==> src/rtl/joy_db15_cond_if.sv <==
// Pad-conditioner boundary: raw DB15 vectors and autofire enables in, conditioned vectors and pulses out.
// Combinational bundle only; no handshake, every output is valid every clock.
interface joy_db15_cond_if;
  logic [15:0] joystick1;
  logic [15:0] joystick2;
  logic [1:0]  af_en;
  logic [15:0] joy1_out;
  logic [15:0] joy2_out;
  logic [15:0] joy1_rise;
  logic [15:0] joy2_rise;
  logic        osd_pulse;

  modport master (
    output joystick1, joystick2, af_en,
    input  joy1_out, joy2_out, joy1_rise, joy2_rise, osd_pulse
  );

  modport slave (
    input  joystick1, joystick2, af_en,
    output joy1_out, joy2_out, joy1_rise, joy2_rise, osd_pulse
  );
endinterface

==> src/rtl/joy_db15_cond.sv <==
// Synchronise, debounce, autofire-gate and edge-detect two DB15 pad vectors; OSD combo pulse from P1.
// Latency: 2 clk sync + DEB_TICKS ticks to stable, +1 clk registered outputs; no backpressure.
module joy_db15_cond #(
  parameter int          TICK_DIV   = 48000,
  parameter int          DEB_TICKS  = 5,
  parameter int          AF_TICKS   = 33,
  parameter logic [15:0] AF_MASK    = 16'h0030,
  parameter int          HOLD_TICKS = 1000
) (
  input  logic             clk,
  input  logic             rst_n,
  joy_db15_cond_if.slave   io
);

  localparam int TW = $clog2(TICK_DIV);
  localparam int DW = $clog2(DEB_TICKS + 1);
  localparam int AW = $clog2(AF_TICKS + 1);
  localparam int HW = $clog2(HOLD_TICKS + 1);

  localparam logic [TW-1:0] TICK_LAST = TW'(TICK_DIV - 1);
  localparam logic [DW-1:0] DEB_LAST  = DW'(DEB_TICKS - 1);
  localparam logic [AW-1:0] AF_LAST   = AW'(AF_TICKS - 1);
  localparam logic [HW-1:0] HOLD_LAST = HW'(HOLD_TICKS - 1);

  typedef enum logic [1:0] {IDLE, HOLD, FIRED} osd_state_t;

  logic [31:0]   raw_m, raw_s;
  logic [31:0]   stable, stable_d;
  logic [TW-1:0] tick_cnt;
  logic          tick;
  logic [AW-1:0] af_cnt;
  logic          phase;
  logic [15:0]   joy1_q, joy2_q, rise1_q, rise2_q;
  logic          osd_q;

  osd_state_t    state, state_n;
  logic [HW-1:0] hold_cnt, hold_cnt_n;
  logic          fire;
  logic          combo;

  // P1 occupies [15:0], P2 [31:16] throughout the pipeline
  always_ff @(posedge clk or negedge rst_n) begin
    if (!rst_n) begin
      raw_m <= '0;
      raw_s <= '0;
    end else begin
      raw_m <= {io.joystick2, io.joystick1};
      raw_s <= raw_m;
    end
  end

  assign tick = (tick_cnt == TICK_LAST);

  always_ff @(posedge clk or negedge rst_n) begin
    if (!rst_n) begin
      tick_cnt <= '0;
    end else if (tick) begin
      tick_cnt <= '0;
    end else begin
      tick_cnt <= tick_cnt + 1'b1;
    end
  end

  for (genvar i = 0; i < 32; i++) begin : g_deb
    logic [DW-1:0] deb_cnt;

    always_ff @(posedge clk or negedge rst_n) begin
      if (!rst_n) begin
        deb_cnt   <= '0;
        stable[i] <= 1'b0;
      end else if (tick) begin
        if (raw_s[i] == stable[i]) begin
          deb_cnt <= '0;
        end else if (deb_cnt == DEB_LAST) begin
          stable[i] <= raw_s[i];
          deb_cnt   <= '0;
        end else begin
          deb_cnt <= deb_cnt + 1'b1;
        end
      end
    end
  end

  // Phase starts high so reset comes up passing buttons through
  always_ff @(posedge clk or negedge rst_n) begin
    if (!rst_n) begin
      af_cnt <= '0;
      phase  <= 1'b1;
    end else if (tick) begin
      if (af_cnt == AF_LAST) begin
        af_cnt <= '0;
        phase  <= ~phase;
      end else begin
        af_cnt <= af_cnt + 1'b1;
      end
    end
  end

  always_ff @(posedge clk or negedge rst_n) begin
    if (!rst_n) begin
      stable_d <= '0;
      joy1_q   <= '0;
      joy2_q   <= '0;
      rise1_q  <= '0;
      rise2_q  <= '0;
      osd_q    <= 1'b0;
    end else begin
      stable_d <= stable;
      joy1_q   <= stable[15:0]  & ~(AF_MASK & {16{io.af_en[0] & ~phase}});
      joy2_q   <= stable[31:16] & ~(AF_MASK & {16{io.af_en[1] & ~phase}});
      rise1_q  <= stable[15:0]  & ~stable_d[15:0];
      rise2_q  <= stable[31:16] & ~stable_d[31:16];
      osd_q    <= fire;
    end
  end

  assign combo = stable[11] & stable[10];

  always_ff @(posedge clk or negedge rst_n) begin
    if (!rst_n) begin
      state    <= IDLE;
      hold_cnt <= '0;
    end else begin
      state    <= state_n;
      hold_cnt <= hold_cnt_n;
    end
  end

  // Release is checked before expiry, so a drop on the expiring tick cancels the pulse
  always_comb begin
    state_n    = state;
    hold_cnt_n = hold_cnt;
    fire       = 1'b0;
    case (state)
      IDLE: begin
        if (combo) begin
          state_n    = HOLD;
          hold_cnt_n = '0;
        end
      end
      HOLD: begin
        if (!combo) begin
          state_n = IDLE;
        end else if (tick) begin
          if (hold_cnt == HOLD_LAST) begin
            fire    = 1'b1;
            state_n = FIRED;
          end else begin
            hold_cnt_n = hold_cnt + 1'b1;
          end
        end
      end
      FIRED: begin
        if (!combo) state_n = IDLE;
      end
      default: state_n = IDLE;
    endcase
  end

  assign io.joy1_out  = joy1_q;
  assign io.joy2_out  = joy2_q;
  assign io.joy1_rise = rise1_q;
  assign io.joy2_rise = rise2_q;
  assign io.osd_pulse = osd_q;

endmodule

==> src/flat_wrapper.sv <==
// flat-port wrapper written by rule: the top's interface ports become plain ports
module joy_db15_cond_flat 
#(
  parameter int          TICK_DIV   = 48000,
  parameter int          DEB_TICKS  = 5,
  parameter int          AF_TICKS   = 33,
  parameter logic [15:0] AF_MASK    = 16'h0030,
  parameter int          HOLD_TICKS = 1000
)
  (clk, rst_n, io_joystick1, io_joystick2, io_af_en, io_joy1_out, io_joy2_out, io_joy1_rise, io_joy2_rise, io_osd_pulse);
  joy_db15_cond_if io_i ();
  input  logic clk;
  input  logic rst_n;
  input wire logic [$bits(io_i.joystick1)-1:0] io_joystick1;
  input wire logic [$bits(io_i.joystick2)-1:0] io_joystick2;
  input wire logic [$bits(io_i.af_en)-1:0] io_af_en;
  output wire logic [$bits(io_i.joy1_out)-1:0] io_joy1_out;
  output wire logic [$bits(io_i.joy2_out)-1:0] io_joy2_out;
  output wire logic [$bits(io_i.joy1_rise)-1:0] io_joy1_rise;
  output wire logic [$bits(io_i.joy2_rise)-1:0] io_joy2_rise;
  output wire logic [$bits(io_i.osd_pulse)-1:0] io_osd_pulse;
  assign io_i.joystick1 = io_joystick1;
  assign io_i.joystick2 = io_joystick2;
  assign io_i.af_en = io_af_en;
  assign io_joy1_out = io_i.joy1_out;
  assign io_joy2_out = io_i.joy2_out;
  assign io_joy1_rise = io_i.joy1_rise;
  assign io_joy2_rise = io_i.joy2_rise;
  assign io_osd_pulse = io_i.osd_pulse;
  joy_db15_cond #(.TICK_DIV(TICK_DIV), .DEB_TICKS(DEB_TICKS), .AF_TICKS(AF_TICKS), .AF_MASK(AF_MASK), .HOLD_TICKS(HOLD_TICKS)) u_core (.clk(clk), .rst_n(rst_n), .io(io_i));
endmodule
==> config.mk <==
export PLATFORM = sky130hd
export DESIGN_NAME = joy_db15_cond_flat
export DESIGN_NICKNAME = d
export VERILOG_FILES = /design/src/rtl/joy_db15_cond_if.sv /design/src/rtl/joy_db15_cond.sv /design/src/flat_wrapper.sv
export SDC_FILE = /design/constraint.sdc
export NUM_CORES = 1
export LEC_CHECK = 0
export ABC_AREA = 1
export CORE_MARGIN = 1.5
export CORE_UTILIZATION = 53
export DETAILED_ROUTE_END_ITERATION = 16
export GPL_TIMING_DRIVEN = 0
export PLACE_DENSITY_LB_ADDON = 0.3
export SLEW_MARGIN = 20
export SYNTH_ARGS = -nofsm -noshare
export SYNTH_HDL_FRONTEND = slang
export SYNTH_SLANG_ARGS = --single-unit
==> constraint.sdc <==
create_clock -name clk -period 1.7 [get_ports clk]
set_clock_uncertainty 0.05 [all_clocks]
set_input_delay 0.255 -clock clk [delete_from_list [all_inputs] [get_ports clk]]
set_output_delay 0.255 -clock clk [all_outputs]
set_load 0.1 [all_outputs]
==> results.md <==
- Post-Syn Area: 12700 um2
- Avg Cell Area, Syn: roughly 9.8 um2
- Global-route wire length before repair: 43.2 mm
- Final critical-path required period: ~1.7 ns
- N_diodes: 0
- Hold depth: 1
- Routed Antenna Nets: 0
- Buffers on Ports: 100
- Crit. End Element: flop
- Synth Area in Adders: 6.68%
- Hold crit path type: in2reg
- Routed WL: 27.4 mm
- Reg2Reg Setup Slack: -0.02 ns
- Core Box Area: between 20000 and 25000 um2
- Startpoint Class: flop
- Relative slew slack: slightly below 70%
- Failing checks: negative setup slack
- Main flop type after synthesis: dfrtp_1
- H-tree lvl count: 1
- DRC: 0
- Critical path peak fanout: 7
- Most used cell, CP: buf_12
- Period utilisation layout: 101%
- CP Depth: 9
- Highest Clock Rate: about 580 MHz
- Clk root buf: clkbuf_16
- DR pass1 iterations: 6
- Critical Path Sink: u_core.g_deb[1].deb_cnt[2]
- FF+latch count, synth: 296
- Max Cap Viol: 0
- DR vias/cell: slightly above 5
- Worst EP required: roughly 2.1 ns
- Peak VDD IR: roughly 0.77 mV
- WP data arrival: ~2.2 ns
- Reg clk slew, reported paths: approximately 0.06 ns
- Largest net degree at the start of global routing: slightly below 100
- Nets: 1564
- Largest family of logic cells by synthesized area: simple AND/OR/NAND/NOR gates
- Maximum cell stage delay along the critical path: ~0.40 ns
- Vias in the first global route: roughly 9.1k
- R2r endpoint: u_core.g_deb[1].deb_cnt[2]
- Critical path's slowest cell: dfrtp_1
- Synth warnings: 0
- CP top delay family: simple AND/OR/NAND/NOR gates
- TritonCTS Buffers: 31
- RSZ-0062 raised after global routing: true
- Drt first-iter violations: between 400 and 500
- WHS: ~0.093 ns
- FF+latch area: between 7000 and 8000 um2
- Die area: between 20000 and 25000 um2
- Clock Path Buffers: 3
- Worst-Margin Slew: a little under 0.5 ns
- Pre-CTS WS: -0.360 ns
- Post-synthesis mux area share: 0%
- Register area share after synthesis: between 50% and 60%
- Syn_nets: between 1k and 1.5k
- DR vias: around 9k
- Final Max Tran Viols: 0
- Clock tree from TritonCTS: done
- Status: complete, but fails checks
- Routability Congestion: 0.843
- Global-route usage over all layers: a little over a fifth
- Total grt overflow: 0
- Area leader, netlist: dfrtp_1
- Layout cell share with drive strength beyond 1: 21.1%
- Worst r2r src: u_core.tick_cnt[12]
- Synth Instances: roughly 1.3k
- Multi-input logic area: 4660 um2
- Synth area leaders: dfrtp_1, ha_1, inv_1
- PnR worst setup slack: -0.0250 ns
- Ys async rst share: 100%
- Setup CP Type: reg2reg
- Sink Count: 296
- Synth Area in Compound Gates: roughly 6.7%
- Yosys top cell area share: ~58%
- Filler cells: roughly 1.8k
- # rows: 56
- Distinct cell type count after synthesis: 30
- Die height: 158 um
- Initial Utilization: 54.1%
- Final setup vio count: 10
- Worst-path cell chain: nand2_2 -> nor2_1 -> nand2_4 -> nor2_4 -> buf_6 -> buf_12 -> buf_12 -> nand2_1 -> a21oi_2
- Final core utilization: between 60% and 70%
- Number of synthesized flops with an enable pin: 0
- Area growth syn-to-layout: 24.9%
- Initial antenna violation count: 0
- Pwr dens: approximately 890 nW/um2
- Synth Area in Simple Gates: approximately 16%
- CP bufs+invs: 3
- Post-DR wirelength/cell: around 15 um
- Final Hold Fails: 0
- Static Leak: 7.95 nW
- Die X: 158 um
- Worst Setup SP: u_core.tick_cnt[12]
- DP HPWL: 17.0 mm
- Number of I/O pins: about 100
- Worst R2R Path Depth: 9
- XOR/XNOR Fraction of Synth Area: ~3.7%
- Clk_lat worst skew: between 0.5 and 0.6 ns
-- metal layers --
layer | up-vias | routed length [um] | global-route usage [%]
met5 | - | 0 | 0
met4 | 0 | 823 | 7.83
met3 | 64 | 1410 | 3.37
met2 | 240 | 13300 | 35.8
met1 | 4485 | 11900 | 29.0
li1 | 4436 | - | -
-- cell type report --
type | instances | share of cell area, %
Buffer | 58 | 3.68
Clock buffer | 43 | 5.66
Clock inverter | 10 | 0.645
Inverter | 188 | 4.45
Multi-Input combinational cell | 759 | 29.3
Sequential cell | 296 | 46.6
Tap cell | 319 | 2.51
Timing Repair Buffer | 126 | 7.22
-- flip-flops by register name, indices dropped and copies added (netlist names) --
name	count
u_core.raw_s	32
u_core.io.joy2_rise	16
u_core.raw_m	32
u_core.state	2
u_core.hold_cnt	10
u_core.io.joy1_rise	16
u_core.stable_d	31
u_core.af_cnt	6
u_core.io.joy1_out	2
u_core.tick_cnt	16
u_core.stable	32
u_core.io.joy2_out	3
u_core.phase	1
u_core.io.osd_pulse	1
u_core.g_deb.deb_cnt	96
-- through the flow --
step                setup TNS [ns]  area, um2  cells  total power, mW
floorplan                        0      12700   1300             7.34
global placement          -3627.82      14100   1719             7.59
detailed placement          -25.15      14200   1722             7.61
CTS                              0      15200   1783             14.2
global route                 -3.92      15900   1799             14.6
finish                      -0.106      15900   1799             14.1
-- timing repair --
item,4_1_cts,5_1_grt
buffers inserted,6,10
gates cloned,1,6
pin swaps,2,10
endpoints found under the setup margin,222,145
resized for setup,384,168
hold buffers,1,0
hold endpoints to repair,214,0
-- synthesized netlist by cell type, types with 2 or more instances --
master,count
dfrtp_1,295
inv_1,184
nand2_1,170
nor2_1,135
nand3_1,81
a21oi_1,75
ha_1,68
o21ai_0,59
xor2_1,51
nor3_1,41
buf_4,34
o21ai_1,34
nand4_1,25
buf_2,11
buf_6,9
clkbuf_1,4
inv_2,4
xnor2_1,3
nand2_2,2
nor2_4,2
nor3b_1,2
nor4_1,2
or2_2,2
-- cells by family (layout without fill, tap and decap cells) --
group	Yosys count	after routing
AO/OA/AOI/OAI	170	170
XOR/XNOR	54	54
adder cells (fa/ha/maj)	68	68
buffers and inverters	246	425
flip-flops	296	296
AND/OR/NAND/NOR	466	467
-- worst reg2reg max path, cell delays in order (launching register included) --
cell	delay (ns)
dfrtp_1	0.40
nand2_2	0.13
nor2_1	0.21
nand2_4	0.09
nor2_4	0.17
buf_6	0.13
buf_12	0.14
buf_12	0.14
nand2_1	0.08
a21oi_2	0.13
-- report_power, final --
part | internal, mW | total (mW) | switching (mW)
registers | 7.12 | 7.16 | 0.0406
logic | 0.116 | 0.319 | 0.202
clock network | 3.95 | 6.62 | 2.66
total | 11.2 | 14.1 | 2.90
-- how the worst min path moves through the flow --
stage	slack [ns]	start	end
final	0.09	io_joystick2[13]	u_core.raw_m[29]
after global routing	0.08	io_joystick1[6]	u_core.raw_m[6]
after CTS	0.07	io_joystick1[9]	u_core.raw_m[9]
after detailed placement	0.12	rst_n	u_core.hold_cnt[6]
after global placement	0.28	u_core.raw_m[2]	u_core.raw_s[2]
after floorplan	-0.09	rst_n	u_core.af_cnt[0]
-- placed cells by master, fill, tap and decap left out, types with 3 or more instances in the layout --
cell               n
dfrtp_1          295
inv_1            183
nand2_1          160
nor2_1           115
buf_4             73
ha_1              67
nand3_1           56
xor2_1            51
a21oi_1           49
o21ai_1           49
nor3_1            40
buf_2             37
clkbuf_16         36
clkdlybuf4s50_1   34
o21ai_0           28
a21oi_2           26
nand4_1           25
nand3_2           25
o21ai_2           16
nor2_2            12
nor2_4            12
buf_12            11
nand2_2            9
buf_6              9
clkbuf_8           8
clkinv_2           7
clkbuf_4           6
clkbuf_1           5
inv_2              4
nand2_4            4
buf_16             4
buf_8              3
xnor2_1            3
(Power assumes the default switching activity.)
